File: config.mk
export PLATFORM = sky130hd
export DESIGN_NAME = hazard_scoreboard
export DESIGN_NICKNAME = d
export VERILOG_FILES = /design/src/rtl/hazard_scoreboard.sv
export SDC_FILE = /design/constraint.sdc
export NUM_CORES = 1
export LEC_CHECK = 0
export CORE_UTILIZATION = 30
export DETAILED_ROUTE_END_ITERATION = 16
export GPL_TIMING_DRIVEN = 0
export SETUP_SLACK_MARGIN = 0.4
export SLEW_MARGIN = 40
export SYNTH_ARGS = -nofsm -noshare
export SYNTH_HDL_FRONTEND = slang
export SYNTH_SLANG_ARGS = --single-unit
File: constraint.sdc
create_clock -name clk -period 6.2 [get_ports clk]
set_input_delay 0.93 -clock clk [delete_from_list [all_inputs] [get_ports clk]]
set_output_delay 0.93 -clock clk [all_outputs]
set_load 0.03 [all_outputs]
File: src/rtl/hazard_scoreboard.sv
// hazard_scoreboard
//   Hazard unit for the 5-stage core. It handles operand forwarding, load-use
//   stalls and branch flushes. It also keeps a register scoreboard and an
//   in-order completion queue, so a variable-latency multi-cycle unit
//   (mul/div) can run alongside the pipe.
//
// Ports
//   clk, rst                   clock; asynchronous active-low reset
//   rs1_d, rs2_d, rd_d         Decode source/destination indices
//   regwrite_d, mc_issue_d     Decode writes rd_d / is a multi-cycle op
//   rs1_e, rs2_e, rd_e         Execute indices
//   regwrite_e, resultsrc_e    Execute write enable / result source (01 = load)
//   mc_issue_e                 Execute op dispatched to the multi-cycle unit
//   pcsrc_e                    taken branch/jump in Execute
//   rd_m, regwrite_m           Memory-stage destination / write enable
//   rd_w, regwrite_w           Writeback-stage destination / write enable
//   mc_done                    multi-cycle unit retires its oldest op
//   forward_ae, forward_be     operand select: 00 regfile, 10 Memory, 01 Writeback
//   stall_f, stall_d           hold PC and IF/ID
//   flush_d, flush_e           clear IF/ID and ID/EX
//   mc_rd                      destination of the op completing now (queue head)
//   mc_count                   outstanding multi-cycle ops
//   busy                       per-register pending-write bits
//   mc_err                     sticky protocol-error flag
module hazard_scoreboard #(
  parameter int NREG     = 32,
  parameter int RW       = 5,
  parameter int MC_DEPTH = 2,
  parameter int CW       = 2
) (
  input  logic            clk,
  input  logic            rst,
  input  logic [RW-1:0]   rs1_d,
  input  logic [RW-1:0]   rs2_d,
  input  logic [RW-1:0]   rd_d,
  input  logic            regwrite_d,
  input  logic            mc_issue_d,
  input  logic [RW-1:0]   rs1_e,
  input  logic [RW-1:0]   rs2_e,
  input  logic [RW-1:0]   rd_e,
  input  logic            regwrite_e,
  input  logic [1:0]      resultsrc_e,
  input  logic            mc_issue_e,
  input  logic            pcsrc_e,
  input  logic [RW-1:0]   rd_m,
  input  logic            regwrite_m,
  input  logic [RW-1:0]   rd_w,
  input  logic            regwrite_w,
  input  logic            mc_done,
  output logic [1:0]      forward_ae,
  output logic [1:0]      forward_be,
  output logic            stall_f,
  output logic            stall_d,
  output logic            flush_d,
  output logic            flush_e,
  output logic [RW-1:0]   mc_rd,
  output logic [CW-1:0]   mc_count,
  output logic [NREG-1:0] busy,
  output logic            mc_err
);

  localparam int PW   = (MC_DEPTH > 1) ? $clog2(MC_DEPTH) : 1;
  localparam int NIDX = 1 << RW;

  logic [NREG-1:0] busyReg, busyNext;
  logic [CW-1:0]   countReg, countNext;
  logic [PW-1:0]   headReg, tailReg;
  logic            errReg;
  logic [RW-1:0]   queueMem [MC_DEPTH];

  // Busy vector widened to the full index space, so any RW-bit index is in range.
  logic [NIDX-1:0] busyIdx;
  logic            queueEmpty, queueFull, pushOk, popOk, errEvent;
  logic            lwHaz, rawHaz, wawHaz, fullHaz, hz;

  function automatic logic [1:0] fwdSel(input logic [RW-1:0] rs,
                                        input logic wm, input logic [RW-1:0] rdm,
                                        input logic ww, input logic [RW-1:0] rdw);
    logic [1:0] sel;
    sel = 2'b00;
    if (rs != '0) begin
      if (wm && rdm == rs)      sel = 2'b10;
      else if (ww && rdw == rs) sel = 2'b01;
    end
    return sel;
  endfunction

  function automatic logic [PW-1:0] nextPtr(input logic [PW-1:0] p);
    return (p == PW'(MC_DEPTH - 1)) ? '0 : p + 1'b1;
  endfunction

  assign forward_ae = fwdSel(rs1_e, regwrite_m, rd_m, regwrite_w, rd_w);
  assign forward_be = fwdSel(rs2_e, regwrite_m, rd_m, regwrite_w, rd_w);

  assign busyIdx    = NIDX'(busyReg);
  assign queueEmpty = (countReg == '0);
  assign queueFull  = (countReg == CW'(MC_DEPTH));
  assign popOk      = mc_done && !queueEmpty;
  // A full queue still accepts a push when the head retires in the same cycle.
  assign pushOk     = mc_issue_e && (!queueFull || mc_done);
  assign errEvent   = (mc_issue_e && queueFull && !mc_done) || (mc_done && queueEmpty);
  assign mc_rd      = queueEmpty ? '0 : queueMem[headReg];

  // Hazard detection
  assign lwHaz  = (resultsrc_e == 2'b01) && (rd_e != '0) &&
                  ((rd_e == rs1_d) || (rd_e == rs2_d));
  assign rawHaz = ((rs1_d != '0) && busyIdx[rs1_d]) ||
                  ((rs2_d != '0) && busyIdx[rs2_d]) ||
                  (mc_issue_e && regwrite_e && (rd_e != '0) &&
                   ((rd_e == rs1_d) || (rd_e == rs2_d)));
  assign wawHaz = regwrite_d && (rd_d != '0) &&
                  (busyIdx[rd_d] || (mc_issue_e && (rd_e == rd_d)));
  // Ignores mc_done on purpose: keeps the check off the completion timing path.
  assign fullHaz = mc_issue_d &&
                   (({1'b0, countReg} + (CW+1)'(mc_issue_e)) >= (CW+1)'(MC_DEPTH));
  assign hz = lwHaz | rawHaz | wawHaz | fullHaz;

  // A redirect squashes the stalled Decode instruction, so it overrides the stall.
  always_comb begin
    stall_f = 1'b0;
    stall_d = 1'b0;
    flush_d = 1'b0;
    flush_e = 1'b0;
    if (pcsrc_e) begin
      flush_d = 1'b1;
      flush_e = 1'b1;
    end else begin
      stall_f = hz;
      stall_d = hz;
      flush_e = hz;
    end
  end

  always_comb begin
    countNext = countReg;
    case ({pushOk, popOk})
      2'b10:   countNext = countReg + 1'b1;
      2'b01:   countNext = countReg - 1'b1;
      default: countNext = countReg;
    endcase
  end

  // Scoreboard bits: clear on retire, set on issue. Set wins on a collision.
  // x0 is never tracked.
  assign busyNext[0] = 1'b0;
  for (genvar gi = 1; gi < NREG; gi++) begin : gBusy
    assign busyNext[gi] = (pushOk && regwrite_e && (rd_e == RW'(gi))) ||
                          (busyReg[gi] && !(popOk && (mc_rd == RW'(gi))));
  end

  always_ff @(posedge clk or negedge rst) begin
    if (!rst) begin
      busyReg  <= '0;
      countReg <= '0;
      headReg  <= '0;
      tailReg  <= '0;
      errReg   <= 1'b0;
    end else begin
      busyReg  <= busyNext;
      countReg <= countNext;
      if (pushOk) tailReg <= nextPtr(tailReg);
      if (popOk)  headReg <= nextPtr(headReg);
      if (errEvent) errReg <= 1'b1;
    end
  end

  // Queue storage needs no reset: mc_rd is gated by the occupancy count.
  always_ff @(posedge clk) begin
    if (pushOk) queueMem[tailReg] <= rd_e;
  end

  assign mc_count = countReg;
  assign busy     = busyReg;
  assign mc_err   = errReg;

endmodule

==> reports/qor.csv <==
stage,metric,value,unit
status,outcome,finished clean,
grt,grtUsageTotal,19.69,%
sta,max_slew_margin,52.32,%
sta,fmax,0.2028,GHz
sta,fin_crit,4.932,ns
clock_tree,cts_sinks,46,
grt,grt_pass1_wl,17.00,mm
die,io_pins,100,
grt,grt_max_degree,23,
min_path,hp-class,flop to flop,
grt,grt_overflow,0,
die,initial_core_util,30.79,%
finish,final_common_cell,clkdlybuf4s50_1,
critical_path,crit_chain,"clkdlybuf4s50_1, clkbuf_1, xor2_1, nor2_1, a22oi_1, o32ai_1, nor4_1, a21oi_1, buf_4, clkdlybuf4s50_1",
sta,tns,0,ns
placed_design,port_buffers,89,
clock_tree,htree_levels,2,
sta,finalCritPeriodShare,79.55,%
critical_path,cp_common_cell,clkdlybuf4s50_1,
synthesis,ys_types,51,
synthesis,synth_flop_cell,dfrtp_1,
finish,fin_nets,482,
finish,syn2layout_area_growth,36.14,%
synthesis,yosysSeqAreaShare,36.14,%
clock_tree,cts_resized,0,
critical_path,cp_max_fo,10,
critical_path,critPathKind,input pin to output port,
clock_tree,cts-buffers-inserted,5,
clock_tree,cts_hold_buf,0,
clock_tree,cts_tree,done,
critical_path,cp-end-kind,output port,
clock_tree,clock-root-buffer,clkbuf_8,
power_and_ir_drop,p_leak,1.711,nW
detailed_routing,wl_per_cell,19.23,um
synthesis,synth-edff-count,10,
sta,rsz0062_at_grt,false,
power_and_ir_drop,peakVddDrop,0.0001246,V
sta,setup_violations,0,
critical_path,crit_arrival,4.00,ns
clock_tree,clock_path_buffers,2,
die,fp.dieH,107.3,um
synthesis,synth-seq-cells,46,
clock_tree,clk_pin_slew,0.09,ns
power_and_ir_drop,power.total,0.001858,W
clock_tree,postCtsSetupRepairBufs,0,
sta,maxSlewViolCount,0,
synthesis,synth_nets,385,
die,rows,38,
grt,grt_pass1_vias,3193,
finish,final_cell_mix,"clkdlybuf4s50_1 (88), o21ai_0 (64), dfrtp_1 (36), xor2_1 (23), nor2_1 (18)",
die,die_x,107.3,um
placed_design,gp_congestion,0.9238,
finish,n_antenna_cell,0,
sta,finClkSkew,0.004650,ns
synthesis,syn_area,0.003323,mm2
detailed_routing,drtPass1Iterations,5,
finish,fin_util,41.92,%
detailed_routing,post-route-drc-count,0,
critical_path,worst_path_largest_cell_delay,0.58,ns
grt,antenna_found_initial,0,
critical_path,crit_path_start_kind,input pin,
power_and_ir_drop,power_density,410.6,mW/mm2
detailed_routing,ant_nets,0,
critical_path,worst_ep_required_time,5.27,ns
detailed_routing,vias,3108,
placed_design,hpwl,8.590,mm
sta,worst_slew_pin_slew,0.7077,ns
die,core,0.01079,mm2
clock_tree,clkLatencyLatePin,0.31,ns
job,cap_violations,0,
critical_path,critPathSlowestCell,clkdlybuf4s50_1,
detailed_routing,drt_wl_total,10.96,mm
sta,hold_viol,0,
synthesis,yosys_warnings,0,
detailed_routing,routed_via_density,5.453,
detailed_routing,drt-initial-drc-count,311,
synthesis,postSynthCellCount,332,
finish,final_layout_size_suffix_gt1_share,10.93,%
die,die-area,0.01150,mm2
synthesis,synth_area_per_cell,10.01,um2
synthesis,async_flop_share,78.26,%
[layer usage]
| layer | vias up | part of all wire (%) | track usage (%) | routed length, um |
|---|---|---|---|---|
| li1 | 1430 | - | - | - |
| met1 | 1529 | 42 | 26.18 | 4648 |
| met2 | 138 | 48 | 32.12 | 5299 |
| met3 | 11 | 7.6 | 3.511 | 832 |
| met4 | 0 | 1.6 | 7.045 | 179 |
| met5 | - | 0 | 0 | 0 |
[per-stage QoR]
stage / hold slack [ns] / instances / cell area [um2] / worst slack, ns
CTS: 0.4836 / 570 / 4524 / 1.427
finish: 0.4814 / 570 / 4524 / 1.268
detailed placement: 0.4601 / 562 / 4412 / 1.435
global placement: 0.4519 / 561 / 4389 / 1.438
global route: 0.5049 / 570 / 4524 / 1.177
floorplan: 0.4608 / 332 / 3323 / 2.216
[flip-flops by register name, summed over array words and instances (netlist names)]
register,count
mc_count,2
tailReg,1
mc_err,1
headReg,1
busy,31
queueMem,10
[where the power goes]
part | total [W] | switching (W) | internal (W)
clock network | 0.000230 | 0.000109 | 0.000121
registers | 0.000574 | 0.000149 | 0.000426
logic | 0.00105 | 0.000598 | 0.000455
total | 0.00186 | 0.000856 | 0.00100
[Yosys cell counts (all sizes together) (2+ instances only)]
library cell / number / area share [%]
nor4b: 2 / 0.53
or2: 2 / 0.38
nor4: 5 / 0.94
buf: 7 / 1.5
o21ai: 64 / 9.6
dfrtp: 36 / 27
xor2: 23 / 6.1
a21oi: 5 / 0.75
nand3b: 7 / 1.6
xnor2: 17 / 4.5
nand2b: 8 / 1.5
nand2: 17 / 1.9
nor3: 3 / 0.45
edfxtp: 10 / 9.0
inv: 7 / 0.79
nor2: 18 / 2.0
nand3: 10 / 1.5
mux2i: 14 / 4.2
and3: 3 / 0.56
mux2: 6 / 2.0
a221o: 2 / 0.60
mux4: 18 / 13
clkbuf: 14 / 1.9
or3b: 4 / 1.1
or4: 3 / 0.72
nand4: 2 / 0.38
o22ai: 2 / 0.38
a31oi: 4 / 0.75
a22oi: 2 / 0.45
nor2b: 2 / 0.38
[area by class of cell]
| type | count | area [um2] |
|---|---|---|
| Fill cell | 1048 | 6269 |
| Multi-Input combinational cell | 258 | 1984 |
| Sequential cell | 46 | 1201 |
| Timing Repair Buffer | 90 | 913.4 |
| Tap cell | 140 | 175.2 |
| Buffer | 21 | 111.4 |
| Clock buffer | 5 | 68.82 |
| Clock inverter | 3 | 43.79 |
| Inverter | 7 | 26.28 |
[kinds of logic after synthesis]
logic type	after synthesis	share of synthesized area, %
xor+xnor	40	10.54
other cells	1	0.1128
fa+ha+maj	1	0.3764
buf+inv	28	4.142
compound gates	88	15.10
simple gates	90	14.80
flops	46	36.14
mux	38	18.79
[final timing paths]
| check | endpoint | slack, ns | startpoint | cells after the start |
|---|---|---|---|---|
| max in group asynchronous | busy[26] | 5.20 | rst | 2 |
| max | stall_f | 1.27 | rd_e[3] | 10 |
| max reg2reg | busy[20] | 4.01 | headReg | 7 |
| min | mc_err | 0.48 | mc_err | 1 |
| min reg2reg | mc_err | 0.48 | mc_err | 1 |
| min in group asynchronous | mc_err | 0.54 | rst | 1 |
[critical path: cells and delay by family]
family,cells,cell delay (ns)
simple gates,2,0.56
buf+inv,4,1.81
xor+xnor,1,0.19
compound gates,3,0.51
Note: power is estimated with default switching activity, not from simulation.
